`config.mk`:
```
export PLATFORM = sky130hd
export DESIGN_NAME = header_unpacker
export DESIGN_NICKNAME = d
export VERILOG_FILES = /design/src/rtl/header_unpacker_pkg.sv /design/src/rtl/header_shift_collector.sv /design/src/rtl/header_unpacker.sv
export SDC_FILE = /design/constraint.sdc
export NUM_CORES = 1
export LEC_CHECK = 0
export CORE_MARGIN = 4
export CORE_UTILIZATION = 53
export CTS_CLUSTER_SIZE = 10
export DETAILED_ROUTE_END_ITERATION = 8
export MAX_ROUTING_LAYER = met4
export PLACE_DENSITY = 0.9
export SLEW_MARGIN = 20
export SYNTH_ARGS = -nofsm -noshare
export SYNTH_HDL_FRONTEND = slang
export SYNTH_SLANG_ARGS = --single-unit
```
`constraint.sdc`:
```
create_clock -name clock -period 9.7 [get_ports clock]
set_input_delay 0.97 -clock clock [delete_from_list [all_inputs] [get_ports clock]]
set_output_delay 0.97 -clock clock [all_outputs]
set_load 0.005 [all_outputs]
```
`src/rtl/header_unpacker_pkg.sv`:
```
// Shared definitions for the sample-header packer/unpacker pair: header
// slicing arithmetic and the frame state encoding.
package header_unpacker_pkg;

    // Header bits carried in the high-order part of each sample word.
    function automatic int pack_w(input int data_w, input int data_w_used);
        return data_w - data_w_used;
    endfunction

    // Number of sample words needed to carry a full header.
    function automatic int num_packs(input int meta_w, input int pk_w);
        return meta_w / pk_w;
    endfunction

    // True when the width parameters describe a legal packing.
    function automatic bit params_legal(input int data_w, input int data_w_used, input int meta_w);
        return (data_w_used < data_w) && ((meta_w % (data_w - data_w_used)) == 0);
    endfunction

    typedef enum logic [1:0] {
        ST_IDLE   = 2'd0,
        ST_HEADER = 2'd1,
        ST_BODY   = 2'd2
    } frame_state_e;

endpackage

```
`src/rtl/header_shift_collector.sv`:
```
// Gathers the header nibble-by-nibble: first word ends up in the low bits.
// Tracks how many header words have been taken and flags the final one.
module header_shift_collector #(
    parameter int META_W    = 128,
    parameter int PACK_W    = 4,
    parameter int NUM_PACKS = 32,
    parameter int CNT_W     = 6
) (
    input  logic              clock,
    input  logic              reset,
    input  logic              clear_i,
    input  logic              shift_i,
    input  logic [PACK_W-1:0] pack_i,
    output logic [META_W-1:0] shift_next_o,
    output logic [CNT_W-1:0]  count_o,
    output logic              done_o
);

    logic [META_W-1:0] shift_q, shift_d;
    logic [CNT_W-1:0]  count_q, count_d;

    // New bits enter at the top so earlier words migrate toward bit 0.
    assign shift_next_o = {pack_i, shift_q[META_W-1:PACK_W]};
    assign count_o      = count_q;
    assign done_o       = shift_i && !clear_i && (count_q == CNT_W'(NUM_PACKS - 1));

    // Next-state for shift register and word count; count saturates.
    always_comb begin
        shift_d = shift_q;
        count_d = count_q;
        if (clear_i) begin
            shift_d = '0;
            count_d = '0;
        end else if (shift_i) begin
            shift_d = shift_next_o;
            if (count_q != CNT_W'(NUM_PACKS))
                count_d = count_q + 1'b1;
        end
    end

    // Collector state registers.
    always_ff @(posedge clock or posedge reset) begin
        if (reset) begin
            shift_q <= '0;
            count_q <= '0;
        end else begin
            shift_q <= shift_d;
            count_q <= count_d;
        end
    end

endmodule

```
`src/rtl/header_unpacker.sv`:
```
// Receive side of the sample-header packer: strips the header bits off each
// sample word, reassembles the header, and emits clean extended samples.
module header_unpacker
    import header_unpacker_pkg::*;
#(
    parameter int data_width      = 16,
    parameter int data_width_used = 12,
    parameter int meta_data_width = 128,
    parameter int sign_extend     = 1
) (
    input  logic                       clock,
    input  logic                       reset,
    input  logic                       enable,
    input  logic                       init,
    input  logic [data_width-1:0]      data_in,
    input  logic                       strobe_in,
    output logic [data_width-1:0]      data_out,
    output logic                       strobe_out,
    output logic [meta_data_width-1:0] meta_data,
    output logic                       meta_valid,
    output logic                       header_short,
    output logic                       pad_error
);

    localparam int PACK_W    = pack_w(data_width, data_width_used);
    localparam int NUM_PACKS = num_packs(meta_data_width, PACK_W);
    localparam int CNT_W     = $clog2(NUM_PACKS) + 1;

    if (!params_legal(data_width, data_width_used, meta_data_width)) begin : g_bad_params
        $error("header_unpacker: illegal data_width/data_width_used/meta_data_width");
    end

    frame_state_e                state_q, state_d;
    logic [data_width-1:0]       data_q, data_d;
    logic                        strobe_q, strobe_d;
    logic [meta_data_width-1:0]  meta_q, meta_d;
    logic                        mvalid_q, mvalid_d;
    logic                        short_q, short_d;
    logic                        pad_q, pad_d;

    logic                        clr;
    logic                        shift_en;
    logic [meta_data_width-1:0]  hdr_next;
    logic [CNT_W-1:0]            hdr_cnt;
    logic                        hdr_done;
    logic [PACK_W-1:0]           ext;
    logic [PACK_W-1:0]           hi_bits;

    assign hi_bits = data_in[data_width-1:data_width_used];
    assign ext     = (sign_extend != 0) ? {PACK_W{data_in[data_width_used-1]}} : '0;

    header_shift_collector #(
        .META_W    (meta_data_width),
        .PACK_W    (PACK_W),
        .NUM_PACKS (NUM_PACKS),
        .CNT_W     (CNT_W)
    ) u_collect (
        .clock        (clock),
        .reset        (reset),
        .clear_i      (clr),
        .shift_i      (shift_en),
        .pack_i       (hi_bits),
        .shift_next_o (hdr_next),
        .count_o      (hdr_cnt),
        .done_o       (hdr_done)
    );

    // Frame FSM and output next-state: enable low beats init beats strobe.
    always_comb begin
        state_d  = state_q;
        data_d   = data_q;
        strobe_d = 1'b0;
        meta_d   = meta_q;
        mvalid_d = mvalid_q;
        short_d  = 1'b0;
        pad_d    = pad_q;
        clr      = 1'b0;
        shift_en = 1'b0;
        if (!enable) begin
            state_d  = ST_IDLE;
            mvalid_d = 1'b0;
            clr      = 1'b1;
        end else if (init) begin
            // Only a header that had started counts as cut short.
            short_d  = (state_q == ST_HEADER) && (hdr_cnt != '0);
            state_d  = ST_HEADER;
            mvalid_d = 1'b0;
            pad_d    = 1'b0;
            clr      = 1'b1;
        end else if (strobe_in) begin
            strobe_d = 1'b1;
            data_d   = {ext, data_in[data_width_used-1:0]};
            case (state_q)
                ST_HEADER: begin
                    shift_en = 1'b1;
                    if (hdr_done) begin
                        meta_d   = hdr_next;
                        mvalid_d = 1'b1;
                        state_d  = ST_BODY;
                    end
                end
                ST_BODY: begin
                    if (hi_bits != '0)
                        pad_d = 1'b1;
                end
                default: ;
            endcase
        end
    end

    // State and output registers.
    always_ff @(posedge clock or posedge reset) begin
        if (reset) begin
            state_q  <= ST_IDLE;
            data_q   <= '0;
            strobe_q <= 1'b0;
            meta_q   <= '0;
            mvalid_q <= 1'b0;
            short_q  <= 1'b0;
            pad_q    <= 1'b0;
        end else begin
            state_q  <= state_d;
            data_q   <= data_d;
            strobe_q <= strobe_d;
            meta_q   <= meta_d;
            mvalid_q <= mvalid_d;
            short_q  <= short_d;
            pad_q    <= pad_d;
        end
    end

    assign data_out     = data_q;
    assign strobe_out   = strobe_q;
    assign meta_data    = meta_q;
    assign meta_valid   = mvalid_q;
    assign header_short = short_q;
    assign pad_error    = pad_q;

endmodule

```
== Word level (Yosys, flattened, before mapping) ==
Index checks and enable logic that the tools add are counted.
Storage, ports and cells
  output and inout port bits: 148
  register bits after elaboration: 280
  logic and storage cells: 64
  input port bits: 21
Cells by class
  equal/unequal tests: 7
  bitwise logic cells: 1
  add/sub/neg operators: 1
  multiplexer cells: 30
  reduce and logical (&&, ||, !) cells: 16
Operator list (count)
  2-to-1 mux 128 bit: 2
  2-to-1 mux 1 bit: 20
  2-to-1 mux 6 bit: 3
  2-to-1 mux 2 bit: 5
  nonzero test 2 bit: 5
  != test 3 x 2 -> 1 bit, second input constant: 3
  adder 6 x 1 -> 6 bit, second input constant: 1
  equality test 6 x 5 -> 1 bit, second input constant: 1
  != test 6 bit, second input constant: 1
  AND reduction 3 bit: 2
  nonzero test 6 bit: 1
  AND reduction 5 bit: 1
  AND reduction 4 bit: 1
  nonzero test 4 bit: 1
  logical AND 1 bit: 3
  equality test 2 x 1 -> 1 bit, second input constant: 1
  equality test 2 bit, second input constant: 1
  AND reduction 2 bit: 1
  logical NOT 1 bit: 1
  NOT 1 bit: 1

== Logic depth before layout (Yosys ltp) ==
Gate-level depths: netlist of run 1.
  depth after elaboration: 12
  gate-level depth with buffers: 7
  depth with buffers taken out: 5

== Cells and area by module ==
A second synthesis of run 1 with hierarchy kept.
Second synthesis, totals
  cell total of the unflattened synthesis: 764
  area, all modules: 10875.4 um2
By module, submodules not included
  header_unpacker: cells each 324, instances 1, sequential area each 3628.5 um2, area each 5510.3 um2
  header_shift_collector: cells each 440, instances 1, sequential area each 3253.1 um2, area each 5365.1 um2

== Worst setup path after synthesis of run 1 ==
Ideal clock, no wire load.
  path type: in2reg
  start point: input init
  end point: register meta_q[0], in the netlist meta_data[0]
  path buffers: 2
  cell stages on the path: 5
  path slack: 7.501 ns
  arrival: 2.074 ns
  library setup time: 0.125 ns
  data required time: 9.575 ns
  path through: nand3b_1 > nor4_4 > buf_12 > buf_12 > mux2_4
On the way
  cells in the longest elaborated chain, start to end: 6
  elaborated cells on any way between the ends: 9
  those cells by class: mux (4); bitwise (1); reduce/logical (4)
RTL lines
  from (decl): line header_unpacker.sv:14  | input logic init,
  2-to-1 mux 1 bit: line header_unpacker.sv:83  | end else if (init) begin
  2-to-1 mux 1 bit: line header_unpacker.sv:79  | if (!enable) begin
  logical NOT 1 bit: line header_shift_collector.sv:25  | assign done_o = shift_i && !clear_i && (count_q == CNT_W'(NUM_PACKS - 1));
  logical AND 1 bit (2 in series): line header_shift_collector.sv:25
  AND reduction 5 bit (no line) *
  to (signal assigned): line header_unpacker.sv:125  | meta_q <= meta_d;
  to (decl): line header_unpacker.sv:36  | logic [meta_data_width-1:0] meta_q, meta_d;
Every way passes the cells marked *; elsewhere a longest branch is shown, timed or not.
A chain may end at the register's enable or synchronous reset.

== Worst setup path after layout of run 1 ==
  start point: input enable
  end point: register meta_q[8], in the netlist meta_data[8]
On the way
  cells in the longest elaborated chain, start to end: 5
  elaborated cells on any way between the ends: 6
  those cells by class: mux (2); reduce/logical (4)
RTL lines
  from (decl): line header_unpacker.sv:13  | input logic enable,
  2-to-1 mux 1 bit: line header_unpacker.sv:79
  logical NOT 1 bit: line header_shift_collector.sv:25
  logical AND 1 bit (2 in series): line header_shift_collector.sv:25
  AND reduction 5 bit (no line) *
Marks and branches as above.

==> results of run 1 <==
-- cells in the mapped netlist (all sizes together) --
library cell  number
a211oi             2
o21a               3
or4                1
buf               45
mux2             140
nand3              2
o31ai              1
a31o               1
a21oi              1
ha                 2
nand4b             1
nand3b             1
clkbuf             4
inv                8
a21boi             1
nand2b             2
nor2               2
nor4b              1
nor2b              1
nor4               5
mux2i              4
a22o             124
nand2              9
o21ai              1
dfrtp            275
o311a              1
-- per-layer routing --
metal	global-route usage, %	part of all wire, %
met1	28.53	45
met2	31.20	47
met3	3.755	5.8
met4	4.346	1.7
met5	-	0
-- worst max-delay path, delay by kind of cell --
family	cells	cell delay [ps]
multiplexers	1	360
AND/OR/NAND/NOR	2	1680
buffers and inverters	3	2060
-- where the power goes --
| part | internal [mW] | switching, mW | total [mW] |
|---|---|---|---|
| combinational | 0.0417 | 0.0522 | 0.0939 |
| sequential | 1.16 | 0.00680 | 1.17 |
| clock | 0.559 | 0.399 | 0.958 |
| total | 1.76 | 0.458 | 2.22 |
-- state kept, by name, summed over array words and instances, names as in the netlist --
signal,cells
u_collect.shift_q,124
u_collect.count_o,6
data_out,12
pad_error,1
strobe_out,1
header_short,1
state_q,2
meta_data,128
-- metrics by stage --
stage | total power, mW | instances
floorplan | 1.236 | 638
global placement | 1.278 | 1029
detailed placement | 1.281 | 1029
CTS | 2.244 | 1063
global route | 2.302 | 1064
finish | 2.218 | 1065
-- area by class of cell --
type	count	share of cell area, %
sequential	275	52.29
multi-input combinational	306	25.48
timing repair buffer	176	13.42
clock buffer	33	5.952
tap	265	2.519
inverter	8	0.2852
clock inverter	1	0.03803
antenna	1	0.01902
-- how the worst max path moves through the flow --
| stage | from | end | slack [ps] | cells after the start |
|---|---|---|---|---|
| 6_report | enable | meta_data[8]$_DFFE_PP0P_ | 4960 | 6 |
| 5_1_grt | enable | meta_data[8]$_DFFE_PP0P_ | 4690 | 6 |
| 4_1_cts | enable | meta_data[76]$_DFFE_PP0P_ | 4910 | 6 |
| 3_5_place_dp | enable | meta_data[76]$_DFFE_PP0P_ | 4360 | 6 |
| 3_3_place_gp | enable | meta_data[73]$_DFFE_PP0P_ | 4490 | 6 |
| 2_1_floorplan | reset | data_out[0]$_DFFE_PP0P_ | 1150 | 1 |
-- kinds of logic after synthesis --
kind of cell	count (synthesis)	synth area share [%]
compound gates	135	10.93
mux	144	18.65
buf+inv	57	4.310
fa+ha+maj	2	0.2342
simple gates	25	1.464
flops	275	64.42
-- cells in the final DEF (no fill, tap or decap), types with 6 or more instances in the layout --
cell type / instances
sky130_fd_sc_hd__dfrtp_1: 275
sky130_fd_sc_hd__clkdlybuf4s50_1: 168
sky130_fd_sc_hd__a22o_1: 124
sky130_fd_sc_hd__mux2_4: 100
sky130_fd_sc_hd__mux2_2: 31
sky130_fd_sc_hd__clkbuf_16: 31
sky130_fd_sc_hd__mux2_1: 9
sky130_fd_sc_hd__nand2_1: 9
sky130_fd_sc_hd__inv_1: 7
sky130_fd_sc_hd__buf_4: 6
==> load_flow_metrics.sql, run 1 <==
INSERT INTO impl_metrics (metric_group, metric, value, unit) VALUES
('clocking', 'cts_tree', 'built', ''),
('worst_setup_path', 'critPathArrivalTime', '5140', 'ps'),
('hold_path', 'min_to', 'meta_data[73]$_DFFE_PP0P_', ''),
('yosys', 'post_synth_instance_area', '10680', 'µm²'),
('placed_design', 'dp_worst_setup_slack', '4362', 'ps'),
('worst_setup_path', 'req_time_crit_path', '10100', 'ps'),
('route', 'drt_wl_total', '22.10', 'mm'),
('global_routing', 'wire_length_of_the_first_global_routing_pass', '35.44', 'mm'),
('timing', 'final_max_slew_violation_count', '0', ''),
('yosys', 'synth_area_leader_cell', 'sky130_fd_sc_hd__dfrtp_1', ''),
('yosys', 'synth_largest_type_area_fraction', '64.42', '%'),
('worst_setup_path', 'cp_slowest_cell', 'sky130_fd_sc_hd__nor4_4', ''),
('placed_design', 'place.gp.congestion', '0.7804', ''),
('placed_design', 'placement.cell_area', '12340', 'µm²'),
('finish', 'syn_to_final_growth', '23.19', '%'),
('floorplanning', 'die_w', '150.0', 'µm'),
('power', 'vdd_drop_max', '0.1376', 'mV'),
('clocking', 'sinks_on_clock_net', '275', ''),
('timing', 'hold_violations', '0', ''),
('finish', 'filler_cell_count_in_the_final_layout', '1349', ''),
('floorplanning', 'pin_count', '169', ''),
('job', 'maxCapViolCount', '0', ''),
('floorplanning', 'placement_rows', '51', ''),
('timing', 'smallest_setup_slack_after_layout', '4962', 'ps'),
('clocking', 'postCtsSetupBuffers', '0', ''),
('route', 'detail_route.wl_per_cell', '20.75', 'µm'),
('global_routing', 'globalRoute.totalOverflow', '0', ''),
('worst_setup_path', 'reg2reg_slack', '5950', 'ps'),
('route', 'detailed_router_s_first_iteration_violation_count', '528', ''),
('floorplanning', 'initial_cell_density_of_the_core', '54.35', '%'),
('hold_path', 'worst_hold_path_type', 'reg2reg', ''),
('finish', 'regArea', '6882', 'µm²'),
('worst_setup_path', 'crit_type', 'in2reg', ''),
('route', 'vias', '5989', ''),
('finish', 'final_area', '13160', 'µm²'),
('route', 'drc', '0', ''),
('hold_path', 'holdPathStages', '1', ''),
('placed_design', 'io_buffers', '168', ''),
('worst_setup_path', 'timing.rr.end', 'meta_data[8]$_DFFE_PP0P_', ''),
('global_routing', 'globalRouteTotalUtil', '20.22', '%'),
('timing', 'totalNegativeSetupSlack', '0', 'ps'),
('clocking', 'clock_insertion_delay_worst_skew', '530', 'ps'),
('worst_setup_path', 'cp_common_cell', 'sky130_fd_sc_hd__buf_4', ''),
('route', 'detail_route.first_pass.iterations', '4', ''),
('worst_setup_path', 'timing.critical_path.to_type', 'flop', ''),
('worst_setup_path', 'cp_max_fo', '49', ''),
('timing', 'clock.fmax', '211.1', 'MHz'),
('route', 'ant_nets', '0', ''),
('clocking', 'cts_resized', '0', ''),
('power', 'p_leak', '6.141', 'nW'),
('worst_setup_path', 'worstReg2RegStart', 'state_q[1]$_DFFE_PP0P_', ''),
('yosys', 'yosys.cell_types.count', '34', ''),
('floorplanning', 'placeable_core_region', '19650', 'µm²'),
('floorplanning', 'fp.dieArea', '22490', 'µm²'),
('clocking', 'cts-buffers-inserted', '31', ''),
('timing', 'final_period_minus_worst_setup_slack', '4738', 'ps'),
('power', 'power_per_cell_area', '168.5', 'nW/µm²'),
('timing', 'final_min_period_over_clock_period', '48.84', '%'),
('global_routing', 'initial_antenna_violation_count', '0', ''),
('status', 'run_status', 'completed', ''),
('finish', 'drive_gt1_share', '22.15', '%'),
('finish', 'post_route_core_utilization', '66.96', '%'),
('timing', 'timing.max_slew.rel_slack', '30.91', '%'),
('global_routing', 'grt_max_degree', '154', ''),
('worst_setup_path', 'start_kind', 'input port', ''),
('timing', 'timing.final.setup_violations', '0', ''),
('yosys', 'synth_seq_area_share', '64.42', '%'),
('floorplanning', 'die-height', '150.0', 'µm'),
('hold_path', 'hold_start', 'meta_data[73]$_DFFE_PP0P_', ''),
('timing', 'max_slew.worst_pin.slew', '1033', 'ps'),
('yosys', 'ys_ff_latch', '275', '');
Note: power is estimated with default switching activity, not from simulation.
==> run 2, diff against run 1 <==
Clock period 9.7 ns to 4.6 ns, I/O delays scaled along.
==> load_flow_metrics.sql, run 2 (synthesis results as in run 1) <==
INSERT INTO impl_metrics (metric_group, metric, value, unit) VALUES
('status', 'run_status', 'completed', ''),
('worst_setup_path', 'timing.rr.end', 'meta_data[10]$_DFFE_PP0P_', ''),
('worst_setup_path', 'worst_setup_path_endpoint', 'meta_data[10]$_DFFE_PP0P_', ''),
('floorplanning', 'placement_rows', '51', ''),
('timing', 'final_min_period_over_clock_period', '57.24', '%'),
('placed_design', 'dp.final_hpwl', '13.87', 'mm'),
('route', 'drc', '0', ''),
('finish', 'filler_cell_count_in_the_final_layout', '1368', ''),
('global_routing', 'globalRoute.totalOverflow', '0', ''),
('hold_path', 'worst_hold_path_type', 'reg2reg', ''),
('global_routing', 'number_of_global_route_vias_before_repair', '6351', ''),
('global_routing', 'initial_antenna_violation_count', '0', ''),
('clocking', 'cts.clk_slew.worst_paths', '60', 'ps'),
('worst_setup_path', 'cp_max_fo', '58', ''),
('worst_setup_path', 'crit_start', 'state_q[1]$_DFFE_PP0P_', ''),
('finish', 'drive_gt1_share', '21.97', '%'),
('finish', 'largest_reg_flops', '128', ''),
('worst_setup_path', 'timing.critical_path.to_type', 'flop', ''),
('worst_setup_path', 'timing.critical_path.slowest_cell_delay', '810', 'ps'),
('power', 'power_per_cell_area', '355.0', 'nW/µm²'),
('worst_setup_path', 'path_cells', 'nand2b_1 -> nor4_4 -> buf_4 -> mux2_4', ''),
('timing', 'unrepaired_setup_endpoints_after_global_routing', 'false', ''),
('worst_setup_path', 'start_kind', 'flop', ''),
('finish', 'ant_diodes', '0', ''),
('worst_setup_path', 'critPathArrivalTime', '3030', 'ps'),
('floorplanning', 'initial_cell_density_of_the_core', '54.35', '%'),
('global_routing', 'wire_length_of_the_first_global_routing_pass', '35.46', 'mm'),
('clocking', 'cts-buffers-inserted', '31', ''),
('timing', 'clock-skew-final', '12.76', 'ps'),
('clocking', 'cts_hold_repair.buffers', '0', ''),
('power', 'vdd_drop_max', '0.2707', 'mV'),
('route', 'detail_route.wl_per_cell', '20.65', 'µm'),
('floorplanning', 'die-height', '150.0', 'µm'),
('timing', 'timing.max_slew.rel_slack', '31.80', '%'),
('timing', 'clock.fmax', '379.8', 'MHz'),
('clocking', 'clock_insertion_delay_worst_skew', '530', 'ps'),
('worst_setup_path', 'worstReg2RegStart', 'state_q[1]$_DFFE_PP0P_', ''),
('clocking', 'sinks_on_clock_net', '275', ''),
('finish', 'layout_commonest_cell', 'sky130_fd_sc_hd__dfrtp_1', ''),
('timing', 'final_period_minus_worst_setup_slack', '2633', 'ps'),
('worst_setup_path', 'cp_slowest_cell', 'sky130_fd_sc_hd__buf_4', ''),
('clocking', 'postCtsSetupBuffers', '0', ''),
('route', 'vias', '6011', ''),
('power', 'p_leak', '6.141', 'nW'),
('worst_setup_path', 'rr_worst_depth', '4', ''),
('clocking', 'cts_resized', '0', ''),
('floorplanning', 'fp.dieArea', '22490', 'µm²'),
('timing', 'hold_violations', '0', ''),
('route', 'detailed_router_s_first_iteration_violation_count', '435', ''),
('finish', 'design.final.nets', '821', ''),
('global_routing', 'grt_max_degree', '141', ''),
('finish', 'syn_to_final_growth', '23.44', '%'),
('timing', 'final_max_slew_violation_count', '0', ''),
('clocking', 'cts_tree', 'built', ''),
('floorplanning', 'die_w', '150.0', 'µm'),
('job', 'maxCapViolCount', '0', ''),
('route', 'ant_nets', '0', ''),
('placed_design', 'io_buffers', '168', ''),
('timing', 'totalNegativeSetupSlack', '0', 'ps'),
('route', 'drt_wl_total', '22.01', 'mm'),
('clocking', 'htreeDepth', '1', ''),
('finish', 'post_route_core_utilization', '67.09', '%'),
('timing', 'timing.final.setup_violations', '0', ''),
('clocking', 'root_buffer', 'sky130_fd_sc_hd__clkbuf_16', ''),
('global_routing', 'globalRouteTotalUtil', '20.19', '%'),
('worst_setup_path', 'reg2reg_slack', '1970', 'ps'),
('worst_setup_path', 'crit_type', 'reg2reg', ''),
('floorplanning', 'pin_count', '169', ''),
('placed_design', 'place.gp.congestion', '0.7799', ''),
('route', 'detail_route.first_pass.iterations', '4', ''),
('finish', 'most-common-layout-cells', 'sky130_fd_sc_hd__dfrtp_1 (275), sky130_fd_sc_hd__clkdlybuf4s50_1 (168), sky130_fd_sc_hd__a22o_1 (124)', ''),
('route', 'vias_per_cell', '5.639', ''),
('clocking', 'ctsLongestPathBuffers', '3', ''),
('worst_setup_path', 'req_time_crit_path', '5000', 'ps'),
('timing', 'max_slew.worst_pin.slew', '1023', 'ps'),
('floorplanning', 'placeable_core_region', '19650', 'µm²');
[run 2: cell type report]
class / count / area (µm²) / area share (%)
clock buffers: 36 / 794.5 / 6.025
inverters: 8 / 33.78 / 0.2562
multi-input cells: 306 / 3353 / 25.43
flip-flops and latches: 275 / 6882 / 52.19
well taps: 265 / 331.6 / 2.514
repair buffers: 176 / 1792 / 13.59
[run 2: worst max-delay path: cells and delay by family (launching register included)]
family	cells	cell delay (ps)
buffers and inverters	1	810
flip-flops	1	410
multiplexers	1	370
AND/OR/NAND/NOR	2	820
[run 2: per-layer routing]
layer | up-vias | wire (µm) | global-route usage (%) | part of all wire [%]
met2 | 191 | 10540 | 31.43 | 48
li1 | 2641 | - | - | -
met3 | 26 | 1204 | 3.392 | 5.5
met5 | - | 0 | - | 0
met4 | 0 | 288 | 4.209 | 1.3
met1 | 3153 | 9978 | 28.55 | 45
[run 2: how the worst min path moves through the flow]
stage	startpoint	to	slack, ps	cells past startpoint
floorplan	u_collect.shift_q[4]$_DFFE_PP0P_	u_collect.shift_q[4]$_DFFE_PP0P_	470	1
CTS	meta_data[76]$_DFFE_PP0P_	meta_data[76]$_DFFE_PP0P_	500	1
detailed placement	meta_data[71]$_DFFE_PP0P_	meta_data[71]$_DFFE_PP0P_	480	1
finish	meta_data[76]$_DFFE_PP0P_	meta_data[76]$_DFFE_PP0P_	500	1
global placement	pad_error$_DFFE_PP0P_	pad_error$_DFFE_PP0P_	480	1
global route	data_out[1]$_DFFE_PP0P_	data_out[1]$_DFFE_PP0P_	520	1
[run 2: report_power, final]
part           internal [mW]  switching [mW]  total [mW]  leakage [nW]
clock                   1.19           0.837        2.02         0.388
combinational         0.0894           0.109       0.199          1.94
sequential              2.44          0.0141        2.46          3.81
total                   3.72           0.961        4.68          6.14
[run 2: per-stage QoR]
step / total power, mW / hold slack [ps] / worst slack (ps) / instance area [µm²] / std cells
2_1_floorplan: 2.606 / 466.1 / 502.6 / 10690 / 638
3_3_place_gp: 2.698 / 475.6 / 1601 / 12390 / 1030
3_5_place_dp: 2.704 / 482.7 / 1532 / 12390 / 1030
4_1_cts: 4.734 / 503.7 / 1969 / 13190 / 1066
5_1_grt: 4.862 / 523.3 / 1823 / 13190 / 1066
6_report: 4.681 / 500.1 / 1967 / 13190 / 1066
==> patch (settings of run 1) <==
`data_width_used`: 12 -> 14.
--- a/src/rtl/header_unpacker.sv
+++ b/src/rtl/header_unpacker.sv
@@ -4,7 +4,7 @@
     import header_unpacker_pkg::*;
 #(
     parameter int data_width      = 16,
-    parameter int data_width_used = 12,
+    parameter int data_width_used = 14,
     parameter int meta_data_width = 128,
     parameter int sign_extend     = 1
 ) (
Formal check against the unedited RTL: not equivalent (a bounded check fails within 4 cycles, from zero or initial values and one cycle with reset high).
==> patch against run 1 <==
Final area rose by 6.9%; global-route usage rose by 0.84 points; clock skew barely moved; die area rose by 6.6%; clock power rose by 19%; power rose by 10%; setup slack improved by 0.99 ns; critical path depth did not move; synthesized area rose by 7.0%; sequential cell count rose by 5; routed wire length rose by 9.9%; critical path type unchanged; critical endpoint is now meta_data[24]; highest routed layer unchanged.
==> patch: results (changes against run 1) <==
metric	value	unit	change
status	complete, no violations		
fillers	1490		+10%
vias	7272		+21%
p_int	0.001930	W	+9.7%
synth_commonest_cells	280 x dfrtp_1, 261 x nand2_1, 129 x a21oi_1, 120 x mux2_4, 40 x clkbuf_1		
r2r_slack	6.51	ns	+0.56 ns
use_met2	34.04	%	+2.8 points
finClkSkew	0.01326	ns	+0.0004861 ns
r2r_end	meta_data[24]		
drive_above_1_share	18.21	%	-3.9 points
grt_max_degree	149		-3.2%
place_inst	1303		+27%
grtUsageTotal	21.06	%	+0.84 points
synthAdderAreaFrac	0.2189	%	-0.015 points
relSlewSlack	27.19	%	-3.7 points
first_global_vias	7524		+18%
slowest_delay	0.78	ns	-0.19 ns
path_max_fanout	56		+14%
grt_pass1_wl	40140	um	+13%
routed-wl-met2	12340	um	+19%
cts_buffers	34		+9.7%
cp.arrival	4.11	ns	-1.03 ns
synth_nets	936		+42%
diodes	0		-1
setup_ws	5.955	ns	+0.9921 ns
peakVddDrop	0.1385	mV	+0.61%
dr.pass1.iters	5		+1
grt_util_met3	3.366	%	-0.39 points
muxShareOfSynthArea	18.10	%	-0.55 points
pg_comb	0.000109	W	+16%
gr-usage-met1	27.61	%	-0.92 points
wl_met1	10120	um	+0.89%
p_leak	6.115	nW	-0.42%
post-place-ws	5.475	ns	+1.114 ns
synthTopCellsByArea	dfrtp_1 61%, mux2_4 16%, nand2_1 8.6%		
cp_slowest_cell	buf_4		
## patch: cell types whose count changed in the layout (fill, tap and decap cells not counted), sizes merged, moves of 2 or more
cell,run 1,this run
clkbuf,33,42
a21oi,1,129
mux2i,4,2
dfrtp,275,280
a22o,124,0
mux2,140,142
or3,0,2
nand2b,2,0
inv,8,5
nand2,9,261
and3b,0,2
nor4,5,3
o21ai,1,3
## patch: worst min-delay path by stage
stage / from / endpoint / slack, ns / cells past startpoint
after floorplan: u_collect.shift_q[2] / meta_data[0] / 0.48 / 1
after global placement: pad_error / pad_error / 0.49 / 1
after detailed placement: data_out[8] / data_out[8] / 0.49 / 1
after CTS: data_out[8] / data_out[8] / 0.50 / 1
after global routing: data_out[8] / data_out[8] / 0.52 / 1
final: meta_data[63] / meta_data[63] / 0.50 / 1
## patch: layout make-up
class | instances | area share (%)
inverter | 5 | 0.1868
multi-input combinational | 567 | 28.18
timing repair buffer | 176 | 12.38
clock inverter | 1 | 0.2134
sequential | 280 | 49.80
tap | 275 | 2.446
clock buffer | 42 | 6.786
## patch: logic make-up (layout without fill, tap and decap cells)
logic type / Yosys count / count (layout)
muxes: 144 / 144
AOI/OAI and AO/OA: 140 / 140
adders and majority gates: 2 / 2
buffers and inverters: 66 / 224
DFF: 280 / 280
and+or+nand+nor: 281 / 281
## patch: worst reg2reg max path, stage by stage, from the launching register on
cell,delay (ns)
dfrtp_1,0.43
nand3b_4,0.60
nor4_4,0.47
buf_4,0.36
buf_4,0.79
mux2_4,0.41
## patch: per-stage QoR
stage                     hold slack [ns]  cell area [um2]
after global routing               0.5188            14070
after detailed placement           0.4924            13080
after floorplan                    0.4813            11430
after CTS                          0.5041            14070
after global placement             0.4871            13080
final                              0.5023            14070
